===== src/rtl/mem_arbiter.sv =====
// mem_arbiter: shares the single byte-wide RAM/IO port between instruction fetch and
// load/store, serialising multi-byte accesses little-endian around the 1-cycle read latency.
module mem_arbiter #(
    parameter int         ADDR_W = 32,
    parameter logic [1:0] IO_SEL = 2'b11
) (
    input  logic              clk,
    input  logic              rst,
    input  logic              rdy,
    input  logic [7:0]        ram_din,
    output logic [7:0]        ram_dout,
    output logic [ADDR_W-1:0] ram_a,
    output logic              ram_wr,
    input  logic              io_buffer_full,
    input  logic              if_req,
    input  logic [ADDR_W-1:0] if_addr,
    input  logic              if_flush,
    output logic              if_done,
    output logic [31:0]       if_inst,
    input  logic              mem_req,
    input  logic              mem_we,
    input  logic [1:0]        mem_len,
    input  logic [ADDR_W-1:0] mem_addr,
    input  logic [31:0]       mem_wdata,
    output logic              mem_done,
    output logic [31:0]       mem_rdata,
    output logic              busy
);

    typedef enum logic [1:0] {
        S_IDLE,
        S_IF_RD,
        S_MEM_RD,
        S_MEM_WR
    } state_t;

    state_t            r_state;
    state_t            w_state_next;

    logic [ADDR_W-1:0] r_base;
    logic [1:0]        r_last;      // beat count minus one
    logic [1:0]        r_idx;       // beat currently on the bus
    logic [1:0]        r_capt;      // next byte to capture
    logic              r_active;    // bus carries a real read beat (not capture-only)
    logic              r_valid;     // ram_din holds byte r_capt this cycle
    logic              r_rewind;    // a stall happened; re-issue from r_capt
    logic [31:0]       r_wdata;
    logic [31:0]       r_buf;
    logic [31:0]       r_if_inst;
    logic [31:0]       r_mem_rdata;
    logic              r_if_done;
    logic              r_mem_done;

    logic              w_rd;
    logic              w_rewind;
    logic [1:0]        w_idx;
    logic              w_active;
    logic              w_valid;
    logic [ADDR_W-1:0] w_addr;
    logic              w_io_stall;
    logic              w_flush;
    logic              w_rd_last;
    logic              w_wr_beat;
    logic              w_wr_last;
    logic              w_acc_mem;
    logic              w_acc_if;
    logic [1:0]        w_len_last;
    logic [31:0]       w_buf_next;

    // NOTE: every signal gets a value before any condition, so no latch can be inferred.
    always_comb begin
        w_rd       = (r_state == S_IF_RD) || (r_state == S_MEM_RD);
        w_rewind   = r_rewind && rdy;
        w_idx      = w_rewind ? r_capt : r_idx;
        w_active   = w_rewind || r_active;
        w_valid    = r_valid && !w_rewind;
        w_addr     = r_base + ADDR_W'(w_idx);
        w_io_stall = (w_addr[17:16] == IO_SEL) && io_buffer_full;
        w_flush    = (r_state == S_IF_RD) && if_flush;
        w_rd_last  = w_rd && w_valid && (r_capt == r_last);
        w_wr_beat  = (r_state == S_MEM_WR) && !w_io_stall;
        w_wr_last  = w_wr_beat && (r_idx == r_last);
        // A requester whose done is showing is not re-accepted in that same cycle.
        w_acc_mem  = (r_state == S_IDLE) && mem_req && !r_mem_done;
        w_acc_if   = (r_state == S_IDLE) && !w_acc_mem && if_req && !if_flush && !r_if_done;
        w_len_last = (mem_len == 2'd0) ? 2'd0 : (mem_len == 2'd1) ? 2'd1 : 2'd3;
        w_buf_next = r_buf;
        w_buf_next[{r_capt, 3'b000} +: 8] = ram_din;
    end

    always_comb begin
        w_state_next = r_state;
        if (rdy) begin
            case (r_state)
                S_IDLE: begin
                    if (w_acc_mem)
                        w_state_next = mem_we ? S_MEM_WR : S_MEM_RD;
                    else if (w_acc_if)
                        w_state_next = S_IF_RD;
                end
                S_IF_RD:  if (w_flush || w_rd_last) w_state_next = S_IDLE;
                S_MEM_RD: if (w_rd_last) w_state_next = S_IDLE;
                S_MEM_WR: if (w_wr_last) w_state_next = S_IDLE;
                default:  w_state_next = S_IDLE;
            endcase
        end
    end

    // NOTE: sequential state uses non-blocking assignments so every flop samples pre-edge values.
    always_ff @(posedge clk or negedge rst) begin
        if (!rst)
            r_state <= S_IDLE;
        else
            r_state <= w_state_next;
    end

    always_ff @(posedge clk or negedge rst) begin
        if (!rst) begin
            r_base      <= '0;
            r_last      <= '0;
            r_idx       <= '0;
            r_capt      <= '0;
            r_active    <= 1'b0;
            r_valid     <= 1'b0;
            r_rewind    <= 1'b0;
            r_wdata     <= '0;
            r_buf       <= '0;
            r_if_inst   <= '0;
            r_mem_rdata <= '0;
            r_if_done   <= 1'b0;
            r_mem_done  <= 1'b0;
        end else if (!rdy) begin
            if (w_rd)
                r_rewind <= 1'b1;
        end else begin
            r_if_done  <= 1'b0;
            r_mem_done <= 1'b0;
            r_rewind   <= 1'b0;
            case (r_state)
                S_IDLE: begin
                    if (w_acc_mem || w_acc_if) begin
                        r_base   <= w_acc_mem ? mem_addr : if_addr;
                        r_last   <= w_acc_mem ? w_len_last : 2'd3;
                        r_wdata  <= mem_wdata;
                        r_idx    <= '0;
                        r_capt   <= '0;
                        r_active <= 1'b1;
                        r_valid  <= 1'b0;
                        r_buf    <= '0;
                    end
                end
                S_IF_RD, S_MEM_RD: begin
                    if (!w_flush) begin
                        r_valid <= w_active;
                        if (w_valid) begin
                            r_buf  <= w_buf_next;
                            r_capt <= r_capt + 2'd1;
                        end
                        if (w_rd_last) begin
                            if (r_state == S_IF_RD) begin
                                r_if_inst <= w_buf_next;
                                r_if_done <= 1'b1;
                            end else begin
                                r_mem_rdata <= w_buf_next;
                                r_mem_done  <= 1'b1;
                            end
                        end else if (w_active && (w_idx != r_last)) begin
                            r_idx    <= w_idx + 2'd1;
                            r_active <= 1'b1;
                        end else begin
                            r_idx    <= w_idx;
                            r_active <= 1'b0;
                        end
                    end
                end
                S_MEM_WR: begin
                    if (w_wr_last)
                        r_mem_done <= 1'b1;
                    else if (w_wr_beat)
                        r_idx <= r_idx + 2'd1;
                end
                default: ;
            endcase
        end
    end

    assign ram_a     = w_addr;
    assign ram_dout  = r_wdata[{r_idx, 3'b000} +: 8];
    assign ram_wr    = (r_state == S_MEM_WR) && rdy && !w_io_stall;
    assign if_done   = r_if_done && !if_flush;
    assign mem_done  = r_mem_done;
    assign if_inst   = r_if_inst;
    assign mem_rdata = r_mem_rdata;
    assign busy      = (r_state != S_IDLE);

endmodule


===== config.mk =====
export PLATFORM = sky130hd
export DESIGN_NAME = mem_arbiter
export DESIGN_NICKNAME = d
export VERILOG_FILES = /design/src/rtl/mem_arbiter.sv
export SDC_FILE = /design/constraint.sdc
export NUM_CORES = 1
export LEC_CHECK = 0
export CORE_ASPECT_RATIO = 0.7
export CORE_MARGIN = 2
export CORE_UTILIZATION = 40
export DETAILED_ROUTE_END_ITERATION = 10
export GPL_TIMING_DRIVEN = 0
export PLACE_DENSITY = 0.71
export SYNTH_ARGS = -nofsm -noshare
export SYNTH_HDL_FRONTEND = slang
export SYNTH_SLANG_ARGS = --single-unit

===== constraint.sdc =====
create_clock -name clk -period 2.9 [get_ports clk]
set_input_delay 0.29 -clock clk [delete_from_list [all_inputs] [get_ports clk]]
set_output_delay 0.29 -clock clk [all_outputs]
set_load 0.02 [all_outputs]

==> metrics, run 1 <==
largest net degree at the start of global routing 106; Max-Slew Margin vs Limit 48.3%; Synthesis Warnings 0; Multi-input gate area 0.00396 mm^2; initial antenna violation count 0; Post-Syn Instances 837; cell family with most CP delay adder cells; Buf+Inv Stages, Crit Path 3; Post-synth top cells dfrtp_1 (173), nand2_1 (113), o21ai_0 (96); area grow syn2layout 41.4%; final setup vio count 3; kind of critical path flop to output port; highest clock rate 336 MHz; post-synthesis async set-or-reset flop share 100%; skew final 0.0110 ns; clk root buf clkbuf_16; Mapped Nets 965; worst setup margin -0.0779 ns; Synth area leader dfrtp_1; vias in the first global route 7210; # fillers 1810; die width 177 um; Site Rows 44; Setup crit end kind output port; worst ir drop on vdd 0.499 mV; cell mode on critical path buf_4; num ports 222; setup_tns -0.187 ns; Critical Path Max Stage Delay 0.39 ns; number of synthesized register bits 173; cell area after layout 0.0118 mm^2; CTS tree yes; DRT Pass-1 Iters 5; final net count 1224; status finished, violations left; Post-DP Area 0.0109 mm^2; DR vias 7242; CTS H-tree lvls 4; failing checks negative setup slack; full die area 0.0221 mm^2; synth top area cells dfrtp_1 (52%), o21ai_0 (5.7%), nand2_1 (5.1%); total power 11.9 mW; CTS max path bufs 2; area of the mapped netlist 0.00837 mm^2; Final Cycle Share 103%; DRC 0; Port Buffers 213; Post-DRT Antenna Nets 0; share of the yosys chip area belonging to registers 51.7%; worst hold path class input pin to flop; clk sinks 173; WL/cell 17.9 um; first-pass GRT wire length 39700 um; Storage cell area 0.00434 mm^2; syn avg cell area 10.0 um^2; GRT Resource Usage Total 22.9%; worst path required time 2.61 ns; Slowest-stage cell, CP dfrtp_1; worst-margin pin slew 0.775 ns; hpwl dp 17500 um; RSZ-0062 raised after global routing true; post-route minimum period 2.98 ns; MaxCap Viol Count 0; most frequent cell after synthesis dfrtp_1; crit path launch type flop; diode count 0; Overflow after GRT 0; Yosys cell types 52; Leak Pwr 5.14 nW; post-synth top area share 51.7%; die span in y 125 um; crit path cell chain buf_4 > and3_4 > a21oi_4 > inv_2 > ha_4 > fa_2 > nand3_2 > nor4_2 > xor2_1 > o211a_1 > nor3_2 > buf_4; Clk pin slew, worst setup/hold paths 0.06 ns; Pins Over Slew Limit 0; share of cells above drive strength 1 17.0%; GPL Wtd Cong 0.821; Initial Util 40.6%; dpl ws -0.909 ns; later-pin clock latency in the skew report 0.43 ns; EDFF count, synth 0; Worst EP arrival 2.69 ns; core area 0.0206 mm^2; CTS Buf Count 17; first-iteration detailed-routing DRC count 550; Power Density 1010 mW/mm^2; dominant synthesized flop cell dfrtp_1; Post-Route WL 24800 um; Fin. Hold Viols 0; via/cell ratio 5.23; crit-path max FO 3
## metal layers
layer / share of wire, % / global-route usage, %
met1: 49 / 35.0
met2: 44 / 32.8
met3: 5.8 / 4.87
met4: 1.2 / 5.74
met5: 0 / 0
## cell type report
class	instances	area share, %
Inverter	16	0.507
Multi-Input combinational cell	591	33.5
Tap cell	276	2.92
Timing Repair Buffer	243	19.4
Sequential cell	173	36.6
Clock buffer	23	3.95
Buffer	54	1.98
Clock inverter	8	1.12
## flip-flops by register name, summed over array words and instances (netlist names)
register / flops
if_inst: 32
mem_done: 1
mem_rdata: 32
r_active: 1
r_base: 32
r_buf: 32
r_capt: 2
r_idx: 2
r_if_done: 1
r_last: 2
r_rewind: 1
r_state: 2
r_valid: 1
r_wdata: 32
## worst paths after layout
path,depth (start not counted),start,slack [ns],end
max,12,r_rewind,-0.08,ram_wr
min,2,rdy,0.29,r_rewind
max reg2reg,13,r_rewind,0.02,r_idx[1]
min reg2reg,2,r_buf[17],0.47,r_buf[17]
max in group asynchronous,3,rst,1.54,r_base[9]
min in group asynchronous,2,rst,0.39,r_base[23]
## metrics by stage
step           instances  hold slack [ns]  utilization (%)
2_1_floorplan        837         -0.00559                -
3_3_place_gp        1326            0.455             52.7
3_5_place_dp        1327            0.278             52.9
4_1_cts             1372            0.274             56.7
5_1_grt             1384            0.278             57.3
6_report            1384            0.288             57.3
## layout by cell type (no fill, tap or decap), drive strengths merged, types with 6 or more instances in the layout
cell type      count
a21oi             70
a22o               8
a31oi             26
and3               6
buf               58
clkbuf            77
clkdlybuf4s50    180
dfrtp            173
ha                13
inv               17
mux2              35
mux2i             33
mux4               8
nand2            113
nand3             12
nand4              9
nor2              51
nor2b             32
nor3               9
o21ai             97
xnor2             21
xor2              14
## power by group
group	internal (mW)	leakage (nW)	switching (mW)	total (mW)
Sequential	3.26	2.15	0.618	3.88
Combinational	2.50	2.70	3.15	5.64
Clock	1.41	0.288	0.981	2.39
## worst reg2reg max path, cell delays in order, from the launching register on
cell,delay [ns]
dfrtp_1,0.39
buf_4,0.14
and3_4,0.15
a21oi_4,0.12
inv_2,0.07
ha_4,0.16
fa_2,0.39
nand3_2,0.10
nor4_2,0.05
xor2_1,0.16
o211a_1,0.20
buf_6,0.14
or4b_1,0.46
a32o_2,0.24
## cells by family (layout without fill, tap and decap cells)
group           count (synthesis)  in the layout  share of synthesized area, %
compound gates                218            218                          14.5
xor+xnor                       35             35                          3.66
fa+ha+maj                      14             14                          2.18
buf+inv                        73            344                          3.41
flops                         173            173                          51.7
mux                            76             76                          10.8
simple gates                  248            248                          13.8
## repair_timing
| item | in CTS | in global routing |
|---|---|---|
| setup endpoints to repair | 175 | 187 |
| hold endpoints to repair | 68 | 0 |
| hold buffers | 1 | 0 |
| pin swaps | 11 | 17 |
| buffers inserted | 15 | 14 |
| resized for setup | 125 | 64 |
(Power assumes the default switching activity.)
==> inputs of run 2 (changes only) <==
HOLD_SLACK_MARGIN = 0.02   (was not set)
==> results of run 2 <==
Same layout as run 1: the final DEF is identical, and so are final timing and power.
